===== config.mk =====
export PLATFORM = sky130hd
export DESIGN_NAME = ret_pred_fetch
export DESIGN_NICKNAME = d
export VERILOG_FILES = /design/src/rtl/ret_pred_fetch.sv
export SDC_FILE = /design/constraint.sdc
export NUM_CORES = 1
export LEC_CHECK = 0
export ABC_AREA = 1
export CAP_MARGIN = 20
export CORE_MARGIN = 2
export CORE_UTILIZATION = 38
export DETAILED_ROUTE_END_ITERATION = 10
export GPL_TIMING_DRIVEN = 0
export PLACE_DENSITY = 0.68
export SKIP_LAST_GASP = 1
export SYNTH_ARGS = -nofsm -noshare
export SYNTH_HDL_FRONTEND = slang
export SYNTH_SLANG_ARGS = --single-unit

===== constraint.sdc =====
create_clock -name clk -period 7.85 [get_ports clk]
set_input_delay 0.785 -clock clk [delete_from_list [all_inputs] [get_ports clk]]
set_output_delay 0.785 -clock clk [all_outputs]
set_load 0.005 [all_outputs]

===== src/rtl/ret_pred_fetch.sv =====
// Return-address predictor at IF with an in-order pending queue; RET_PRED_STATS_EN adds hit/miss counters.
// Latency: prediction is combinational with fetch; mispredict is registered 1 cycle after EX resolve.
// Backpressure: fetch_hold while the queue is full and a return is fetched; stall blocks enqueue.
module ret_pred_fetch #(
  parameter int DEPTH = 4,
  parameter int QIDX  = 2
) (
  input  logic            clk,
  input  logic            rst,
  input  logic            if_valid,
  input  logic [31:0]     if_instr,
  input  logic            stall,
  input  logic [31:0]     ras_top,
  input  logic            ras_empty,
  input  logic            ex_ret_valid,
  input  logic [31:0]     ex_ret_target,
  input  logic            flush,
  output logic            pred_taken,
  output logic [31:0]     pred_target,
  output logic            fetch_hold,
  output logic            mispredict,
  output logic [31:0]     correct_target,
  output logic [QIDX:0]   pending_count
`ifdef RET_PRED_STATS_EN
  ,
  output logic [31:0]     stat_hits,
  output logic [31:0]     stat_misses
`endif
);

  typedef struct packed {
    logic        taken;
    logic [31:0] target;
  } pred_ent_t;

  localparam logic [QIDX:0] FULL_CNT = (QIDX+1)'(DEPTH);

  logic [6:0]       opcode;
  logic [4:0]       rd;
  logic [4:0]       rs1;
  logic             rs1_link;
  logic             rd_link;
  logic             is_ret;
  logic             enq;
  logic             deq;
  logic             head_miss;
  logic             unused_instr_bits;
  logic [QIDX-1:0]  head;
  logic [QIDX-1:0]  tail;
  logic [DEPTH-1:0] ent_vld;
  pred_ent_t        ent_q [DEPTH];
  pred_ent_t        head_ent;

  assign opcode            = if_instr[6:0];
  assign rd                = if_instr[11:7];
  assign rs1               = if_instr[19:15];
  assign unused_instr_bits = ^{if_instr[31:20], if_instr[14:12]};

  // A jalr that links through x1/x5 as rd is a coroutine swap, not a plain return.
  assign rs1_link = (rs1 == 5'd1) || (rs1 == 5'd5);
  assign rd_link  = (rd == 5'd1) || (rd == 5'd5);
  assign is_ret   = (opcode == 7'b1100111) && rs1_link && !rd_link;

  assign fetch_hold  = if_valid & is_ret & (pending_count == FULL_CNT);
  assign enq         = if_valid & is_ret & ~stall & ~fetch_hold & ~flush;
  assign pred_taken  = enq & ~ras_empty;
  assign pred_target = pred_taken ? ras_top : 32'd0;

  assign head_ent  = ent_q[head];
  assign deq       = ex_ret_valid & ent_vld[head] & (pending_count != '0);
  assign head_miss = ~head_ent.taken | (head_ent.target != ex_ret_target);

  // Payload carries no reset; only the valid bits define occupancy.
  always_ff @(posedge clk) begin
    if (enq) begin
      ent_q[tail] <= '{taken: pred_taken, target: pred_target};
    end
  end

  always_ff @(posedge clk or negedge rst) begin
    if (!rst) begin
      head           <= '0;
      tail           <= '0;
      pending_count  <= '0;
      ent_vld        <= '0;
      mispredict     <= 1'b0;
      correct_target <= 32'd0;
    end else begin
      // EX is older than the flush, so the resolve is still reported.
      mispredict <= deq & head_miss;
      if (deq) begin
        correct_target <= ex_ret_target;
      end
      if (flush) begin
        head          <= '0;
        tail          <= '0;
        pending_count <= '0;
        ent_vld       <= '0;
      end else begin
        if (enq) begin
          tail          <= tail + 1'b1;
          ent_vld[tail] <= 1'b1;
        end
        if (deq) begin
          head          <= head + 1'b1;
          ent_vld[head] <= 1'b0;
        end
        unique case ({enq, deq})
          2'b10:   pending_count <= pending_count + 1'b1;
          2'b01:   pending_count <= pending_count - 1'b1;
          default: pending_count <= pending_count;
        endcase
      end
    end
  end

`ifdef RET_PRED_STATS_EN
  always_ff @(posedge clk or negedge rst) begin
    if (!rst) begin
      stat_hits   <= 32'd0;
      stat_misses <= 32'd0;
    end else if (deq) begin
      if (!head_miss && stat_hits != 32'hFFFF_FFFF) begin
        stat_hits <= stat_hits + 32'd1;
      end
      if (head_miss && stat_misses != 32'hFFFF_FFFF) begin
        stat_misses <= stat_misses + 32'd1;
      end
    end
  end
`endif

endmodule


## Word-level counts from Yosys, hierarchy flattened

Memory sizes are Yosys's and may differ from the RTL's.
Cells that the tools add are included.

- Add/sub/neg operators: 4
- Multiply operators: 0
- Divide/modulo/power cells: 0
- Magnitude comparators: 4
- Eq/ne operators: 9
- Shift operators: 0
- Muxes and demuxes: 19
- Bitwise logic cells: 18
- Reductions and logical operators: 11

Operator list:

| operator | count |
|---|---|
| $mux W32 | 1 |
| $ne A32 B32 Y1 | 1 |
| $mux W4 | 4 |
| $eq A5 B1 Y1 const B | 2 |
| $eq A5 B3 Y1 const B | 2 |
| $and A1 B1 Y1 | 9 |
| $mux W2 | 4 |
| $eq A7 B7 Y1 const B | 1 |
| $lt A2 B3 Y1 const B | 2 |
| $pmux W3 S2 | 1 |
| $reduce_bool A3 Y1 | 2 |
| $mux W1 | 5 |
| $not A1 Y1 | 5 |
| $add A2 B1 Y2 const B | 2 |
| $and A4 B4 Y4 | 1 |
| $demux W1 S2 | 2 |
| $ge A2 B1 Y1 const B | 2 |
| $logic_and A1 B1 Y1 | 4 |
| $not A4 Y4 | 1 |
| $or A4 B4 Y4 | 1 |
| $reduce_bool A2 Y1 | 2 |
| $add A3 B1 Y3 const B | 1 |
| $eq A3 B3 Y1 const B | 1 |
| $mux W3 | 1 |
| other kinds (7) | 8 |

- Flip-flop bits (word level): 44
- Latch bits: 0
- Bits in writable memories: 132
- ROM bits: 0
- Output and inout port bits: 70
- Logic and storage cells: 72
- Memories kept: 1

Memories:

| name | depth | width | read ports | clocked after Yosys merged registers in | wr ports | line | RTL |
|---|---|---|---|---|---|---|---|
| ent_q | 4 | 33 | 1 | 0 | 1 | 51 | `pred_ent_t ent_q [DEPTH];` |

## Depth between registers and ports, before layout

Gate-level depths: netlist (run 1).

- Depth after elaboration: 14
- Mapped depth: 14
- Gate-level depth less buffers: 12

## Worst setup path after synthesis (run 1)

Ideal clock, no wire load.

- Kind: in2reg
- Start point: input port if_instr[18]
- End point: memory ent_q[0][0] (netlist name) (enable)
- Library setup time: 0.425 ns
- Arrival: 2.750 ns
- Path slack: 4.675 ns
- Stages: 5
- Path buffers: 0
- Cell sequence: nor2_1 > nand3_1 > nor2_1 > nand4_1 > nor2_1

- Cells in the longest elaborated chain, start to end: 11

Ends and longest elaborated chain:

| item | line | RTL |
|---|---|---|
| start, declared | 11 | `input logic [31:0] if_instr,` |
| $eq A5 B1 Y1 or $eq A5 B3 Y1 (tied branches) | 60 | `assign rs1_link = (rs1 == 5'd1) \|\| (rs1 == 5'd5);` |
| $logic_or A1 B1 Y1 (*) | 60 |  |
| $logic_and A1 B1 Y1 (*) (2 in a row) | 62 | `assign is_ret = (opcode == 7'b1100111) && rs1_link && !rd_link;` |
| $and A1 B1 Y1 (*) | 64, 65 |  |
| $and A1 B1 Y1 | 64 | `assign fetch_hold = if_valid & is_ret & (pending_count == FULL_CNT);` |
| $not A1 Y1 | 65 | `assign enq = if_valid & is_ret & ~stall & ~fetch_hold & ~flush;` |
| $and A1 B1 Y1 (*) (2 in a row) | 65 |  |
| $mux W1 (*) | 75 | `if (enq) begin` |
| $mux W1 (implied by the code) (*) | 76 | `ent_q[tail] <= '{taken: pred_taken, target: pred_target};` |
| end, declared | 51 |  |

Mark *: on every way between the ends. The rest lies on a longest branch, timed or not.

## Worst setup path in the final report (run 1)

- Start point: input port flush
- End point: output port pred_target[9]

- Cells in the longest elaborated chain, start to end: 4

Ends and longest elaborated chain:

| item | line | RTL |
|---|---|---|
| start, declared | 17 | `input logic flush,` |
| $not A1 Y1 | 65 |  |
| $and A1 B1 Y1 | 65 |  |
| $and A1 B1 Y1 | 66 | `assign pred_taken = enq & ~ras_empty;` |
| $mux W32 | 67 | `assign pred_target = pred_taken ? ras_top : 32'd0;` |
| end, declared | 19 | `output logic [31:0] pred_target,` |

Every way passes these cells.

==> out/qor.txt, run 1 <==
Die area = 0.02177 mm^2
Cell area after synthesis = 0.007831 mm^2
Clock Latency Late Sink = 0.43 ns
Remaining DRCs = 0
Core ar. = 0.02023 mm^2
Logic pwr share = 0.069
DP Cell Count = 1229
GP Congestion = 0.7894
Layout Skew = 0.008393 ns
Sequential power share = 0.526
WP data arrival = 4.25 ns
Crit end category = output pin
CP Launch Point = flush
Layout cells sized above 1 = 0.07064
Antenna-violating nets left = 0
H-tree lvl count = 4
WS Path Type = in -> out
Clk root buf = clkbuf_16
Syn-to-layout area delta = 32.86%
Most frequent cells in the layout = 284 x nand2_1, 154 x clkdlybuf4s50_1, 132 x edfxtp_1, 99 x nand3_1, 71 x inv_1
Net Sw Power = 412.9 uW
CTS clk-pin slew, worst paths = 0.06 ns
First-pass GRT wire length = 33.31 mm
Core Rows = 52
DIE WIDTH = 147.6 um
I/O pin total = 173
Required @ worst endpoint = 7.07 ns
CTS tree = built
CTS buffer count = 17
Most common cell after layout, fill and taps aside = nand2_1
Seq/Total Area, Yosys = 0.6467
FILL cells = 1800
CTS Buffer Depth = 2
Post-CTS Setup Repair Bufs = 0
Layout Nets = 1090
Leakage power = 0.004201 uW
CTS Sinks = 176
Vias in the first global route = 5843
R2R Path Start = pending_count[2]
Final std cells w/o fill = 1261
Router iterations before antenna repair = 7
Net Sw Frac = 0.2134
Slew Limit Fails = 0
Largest net degree at the start of global routing = 25
Final core occ = 0.5142
Startpoint types = input pin
Min-delay worst type = in -> async
Internal = 1522 uW
Max-Cap Viols = 0
Cts repair resizes = 0
Initial antenna violation count = 0
FMAX = 198.6 MHz
Grt ovf = 0
Via Count = 6159
Synth warn = 0
Total power = 1935 uW
Vias/cell = 4.884
Worst slew margin = 0.5297
Buffers on Ports = 155
Outcome = complete, no violations
PwrDens = 185.9 mW/mm^2
Final hold violation count = 0
Peak supply drop = 0.1374 mV
Total GRT Usage = 0.2075
# diodes = 0
Clk network pwr share = 0.405
RSZ-0062 raised after global routing = no
Die height = 147.6 um
Final setup fails = 0
Period utilization = 0.6413
Critical path fanouts, max = 10
Syn avg cell area = 9.801 um^2
Slew @ Worst Pin = 0.7028 ns
DRT iter0 DRCs = 570
Synth Instances = 799
Initial core utilization = 0.3870
Seq cells post-synth = 176
Net Count, Synth = 911
Hold-fix buffers, CTS = 0
Post-DP HPWL = 15.02 mm
Min Tclk post-route = 5.034 ns
Final WL = 21.79 mm
Cell variety after synth = 26
Wire per inst = 17.28 um
Fin Setup TNS = 0 ns
==> kinds of logic after synthesis <==
group | count (synthesis) | synth area share
flip-flops | 176 | 0.6467
adder cells (fa/ha/maj) | 9 | 0.01534
AO/OA/AOI/OAI | 39 | 0.02700
AND/OR/NAND/NOR | 459 | 0.2387
XOR/XNOR | 8 | 0.008947
buffers and inverters | 108 | 0.06327
==> critical path, cell delays in order <==
cell             delay (ns)
clkdlybuf4s50_1        0.52
clkinv_1               0.24
nand4_1                0.50
nor2_1                 0.74
inv_2                  0.14
buf_2                  0.31
nor2_1                 0.41
clkdlybuf4s50_1        0.59
==> registers in the layout (all words and copies together) (netlist names) <==
name            flops
ent_q             132
ent_vld             4
correct_target     32
tail                2
mispredict          1
pending_count       3
head                2
==> stage by stage <==
stage / instance area, um^2 / hold slack, ns / worst slack (ns)
floorplan: 7831 / 0.4724 / 4.675
global placement: 9721 / 0.4633 / 2.862
detailed placement: 9861 / 0.4705 / 2.907
finish: 10410 / 0.3683 / 2.816
CTS: 10410 / 0.3792 / 2.891
global route: 10410 / 0.3984 / 2.587
==> cells in the mapped netlist (all sizes together) <==
cell type,count,area [um^2]
edfxtp,132,3964
dfrtp,44,1101
a21oi,1,5.000
fa,1,20.02
clkbuf,3,11.26
nand2,284,1066
clkinv,1,3.750
ha,8,100.1
o21ai,33,165.2
nand4,6,37.54
a31oi,1,6.260
inv,75,284.0
or2,1,6.260
xnor2,1,8.760
o2bb2ai,4,35.03
and3,1,6.260
nor2,66,247.7
xor2,7,61.31
nor3,2,10.01
buf,29,196.4
nand3,99,495.5
==> power by group through the flow <==
stage	sequential, uW	clock [uW]	combinational, uW
5_1_grt	1020	831	147
3_5_place_dp	1040	0	134
6_report	1020	783	134
3_3_place_gp	1040	0	131
2_1_floorplan	1040	0	33.4
4_1_cts	1020	791	134
==> final timing paths <==
path | end | slack (ns) | cells after the start
max | pred_target[9] | 2.82 | 8
max reg2reg | ent_q[3][9] | 4.82 | 8
min in group clk | correct_target[22] | 0.48 | 2
max in group asynchronous | head[0] | 6.92 | 2
min | pending_count[1] | 0.37 | 1
min reg2reg | correct_target[22] | 0.48 | 2
==> metal layers <==
layer  track usage  vias to the layer above  wire, um  part of all wire
met1        0.2792                     2847      9256              0.42
met4       0.08413                        0       700             0.032
met2        0.3277                      299      9930              0.46
li1              -                     2972         -                 -
met3       0.04660                       41      1902             0.087
met5             0                        -         0                 0
==> final cells by class <==
| class | instances | area [um^2] | area share |
|---|---|---|---|
| flip-flops and latches | 176 | 5065 | 0.4868 |
| multi-input cells | 515 | 2301 | 0.2211 |
| repair buffers | 160 | 1662 | 0.1597 |
| clock buffers | 18 | 429.2 | 0.04125 |
| well taps | 270 | 337.8 | 0.03247 |
| inverters | 76 | 287.8 | 0.02766 |
| plain buffers | 32 | 207.7 | 0.01996 |
| clock inverters | 14 | 115.1 | 0.01106 |
(Power assumes the default switching activity.)
==> inputs of run 2 (changes only) <==
--- a/config.mk
+++ b/config.mk
@@ -11,7 +11,7 @@
 export CORE_UTILIZATION = 38
 export DETAILED_ROUTE_END_ITERATION = 10
 export GPL_TIMING_DRIVEN = 0
-export PLACE_DENSITY = 0.68
+export PLACE_DENSITY = 0.7
 export SKIP_LAST_GASP = 1
 export SYNTH_ARGS = -nofsm -noshare
 export SYNTH_HDL_FRONTEND = slang
==> constraint.sdc (replaced) <==
create_clock -name clk -period 4.45 [get_ports clk]
set_input_delay 0.445 -clock clk [delete_from_list [all_inputs] [get_ports clk]]
set_output_delay 0.445 -clock clk [all_outputs]
set_load 0.005 [all_outputs]
==> out/qor.txt, run 2 (synthesis gave the netlist of run 1 again) <==
DIE WIDTH = 147.6 um
Biggest register = ent_q
Final core occ = 0.5161
Syn-to-layout area delta = 33.34%
Peak supply drop = 0.2899 mV
FILL cells = 1783
Min-delay worst type = reg -> reg
First-pass GRT wire length = 32.83 mm
CP peak stage delay = 0.58 ns
WP buf/inv = 5
Worst slew margin = 0.5595
Top cell by count, worst path = clkdlybuf4s50_1
Hold EP = correct_target[4]
Vias/cell = 4.872
Busiest grt layer = met2
Total GRT Usage = 0.2038
Remaining DRCs = 0
Vias in the first global route = 5934
Core ar. = 0.02023 mm^2
Slew Limit Fails = 0
FMAX = 244.5 MHz
Slew @ Worst Pin = 0.6607 ns
CTS clk-pin slew, worst paths = 0.06 ns
Worst R2R End = ent_q[2][27]
Required @ worst endpoint = 4.01 ns
I/O pin total = 173
Crit end category = output pin
Clock Latency Late Sink = 0.43 ns
DRT iter0 DRCs = 573
Slowest-stage cell, CP = clkdlybuf4s50_1
CTS Buffer Depth = 2
Met3 global-route usage = 0.05586
Outcome = complete, no violations
Min Tclk post-route = 4.089 ns
Antenna-violating nets left = 0
Reg2Reg Setup Slack = 1.69 ns
Layout Skew = 0.01326 ns
Initial core utilization = 0.3870
Top delay family on crit path = buffers and inverters
# diodes = 0
Post-DP HPWL = 14.94 mm
Top Registers = ent_q x132, correct_target x32, ent_vld x4
Largest net degree at the start of global routing = 28
Number of cells on the critical path = 8
Final setup fails = 0
Layout Nets = 1091
Most common cell after layout, fill and taps aside = nand2_1
Die height = 147.6 um
CTS Sinks = 176
WP data arrival = 3.64 ns
Max-Cap Viols = 0
Post-CTS Setup Repair Bufs = 0
Die area = 0.02177 mm^2
Total power = 3515 uW
Met2 usage = 0.3335
Initial antenna violation count = 0
Leakage power = 0.004224 uW
Buffers on Ports = 155
Critical path fanouts, max = 10
Final hold violation count = 0
Core Rows = 52
Router iterations before antenna repair = 7
Pre-CTS setup slack = 0.1844 ns
CP Cell Sequence = clkdlybuf4s50_1, clkinv_1, nand4_1, nor2_2, inv_2, buf_2, nor2_1, clkdlybuf4s50_1
Via Count = 6148
WS Path Type = in -> out
Final WS setup = 0.3605 ns
Startpoint types = input pin
CTS buffer count = 17
RSZ-0062 raised after global routing = no
R2R Path Start = pending_count[2]
M1 GR Usage = 0.2620
PwrDens = 336.6 mW/mm^2
Layout cells sized above 1 = 0.07359
Period utilization = 0.9190
Grt ovf = 0
Hold_sp = correct_target[4]
Worst R2R Path Depth = 8
CTS tree = built
H-tree lvl count = 4
Max reg flops = 132
GP Congestion = 0.7877
Hold path depth = 2
Final WL = 21.72 mm
Clk root buf = clkbuf_16
Wire per inst = 17.21 um
Most frequent cells in the layout = 284 x nand2_1, 154 x clkdlybuf4s50_1, 132 x edfxtp_1, 99 x nand3_1, 71 x inv_1
==> run 2: changes by cell type in the layout (fill, tap and decap cells not counted), sizes merged <==
| cell | delta |
|---|---|
| clkinv | -4 |
| inv | +3 |
| clkbuf | +2 |
| clkinvlp | -2 |
| bufinv | +1 |
| dlygate4sd3 | +1 |
==> run 2: worst reg2reg max path: cells and delay by family (launching register included) <==
family / cells / cell delay, ns
buffers and inverters: 3 / 0.50
DFF: 1 / 0.41
and+or+nand+nor: 5 / 1.63
==> run 2: worst max path at each step <==
stage,startpoint,to
3_3_place_gp,flush,ent_q[2][19]
6_report,flush,pred_target[23]
5_1_grt,flush,pred_target[22]
3_5_place_dp,flush,pred_target[22]
2_1_floorplan,if_instr[18],ent_q[0][0]
4_1_cts,flush,pred_target[22]
==> run 2: final cells by class <==
type,count,area [um^2],area share
clock inverters,12,147.6,0.01414
clock buffers,20,436.7,0.04182
well taps,270,337.8,0.03235
plain buffers,32,207.7,0.01989
multi-input cells,515,2303,0.2206
repair buffers,161,1657,0.1586
flip-flops and latches,176,5065,0.4850
inverters,76,287.8,0.02756
==> run 2: through the flow <==
step | instances | TNS [ns] | cell area [um^2] | hold WS [ns]
2_1_floorplan | 799 | 0 | 7831 | 0.1494
3_3_place_gp | 1224 | -36.30 | 9721 | 0.4627
3_5_place_dp | 1229 | 0 | 9846 | 0.4278
4_1_cts | 1262 | 0 | 10440 | 0.4821
5_1_grt | 1262 | 0 | 10440 | 0.5056
6_report | 1262 | 0 | 10440 | 0.4788
==> run 2: metal layers <==
layer / up-vias / part of all wire
met2: 285 / 0.46
met3: 32 / 0.097
met1: 2850 / 0.41
met4: 0 / 0.026
met5: - / 0
li1: 2981 / -
==> run 2: power by group <==
part,leakage (uW),switching (uW),internal (uW),total (uW)
clock network,0.000278,643,841,1480
registers,0.00166,21.0,1780,1800
logic,0.00228,90.9,144,235
==> run 2: repair_timing <==
item                                   CTS  global route
setup endpoints to repair                0            25
gates resized for setup                  0             1
hold buffers                             1             0
endpoints found under the hold margin   17             0
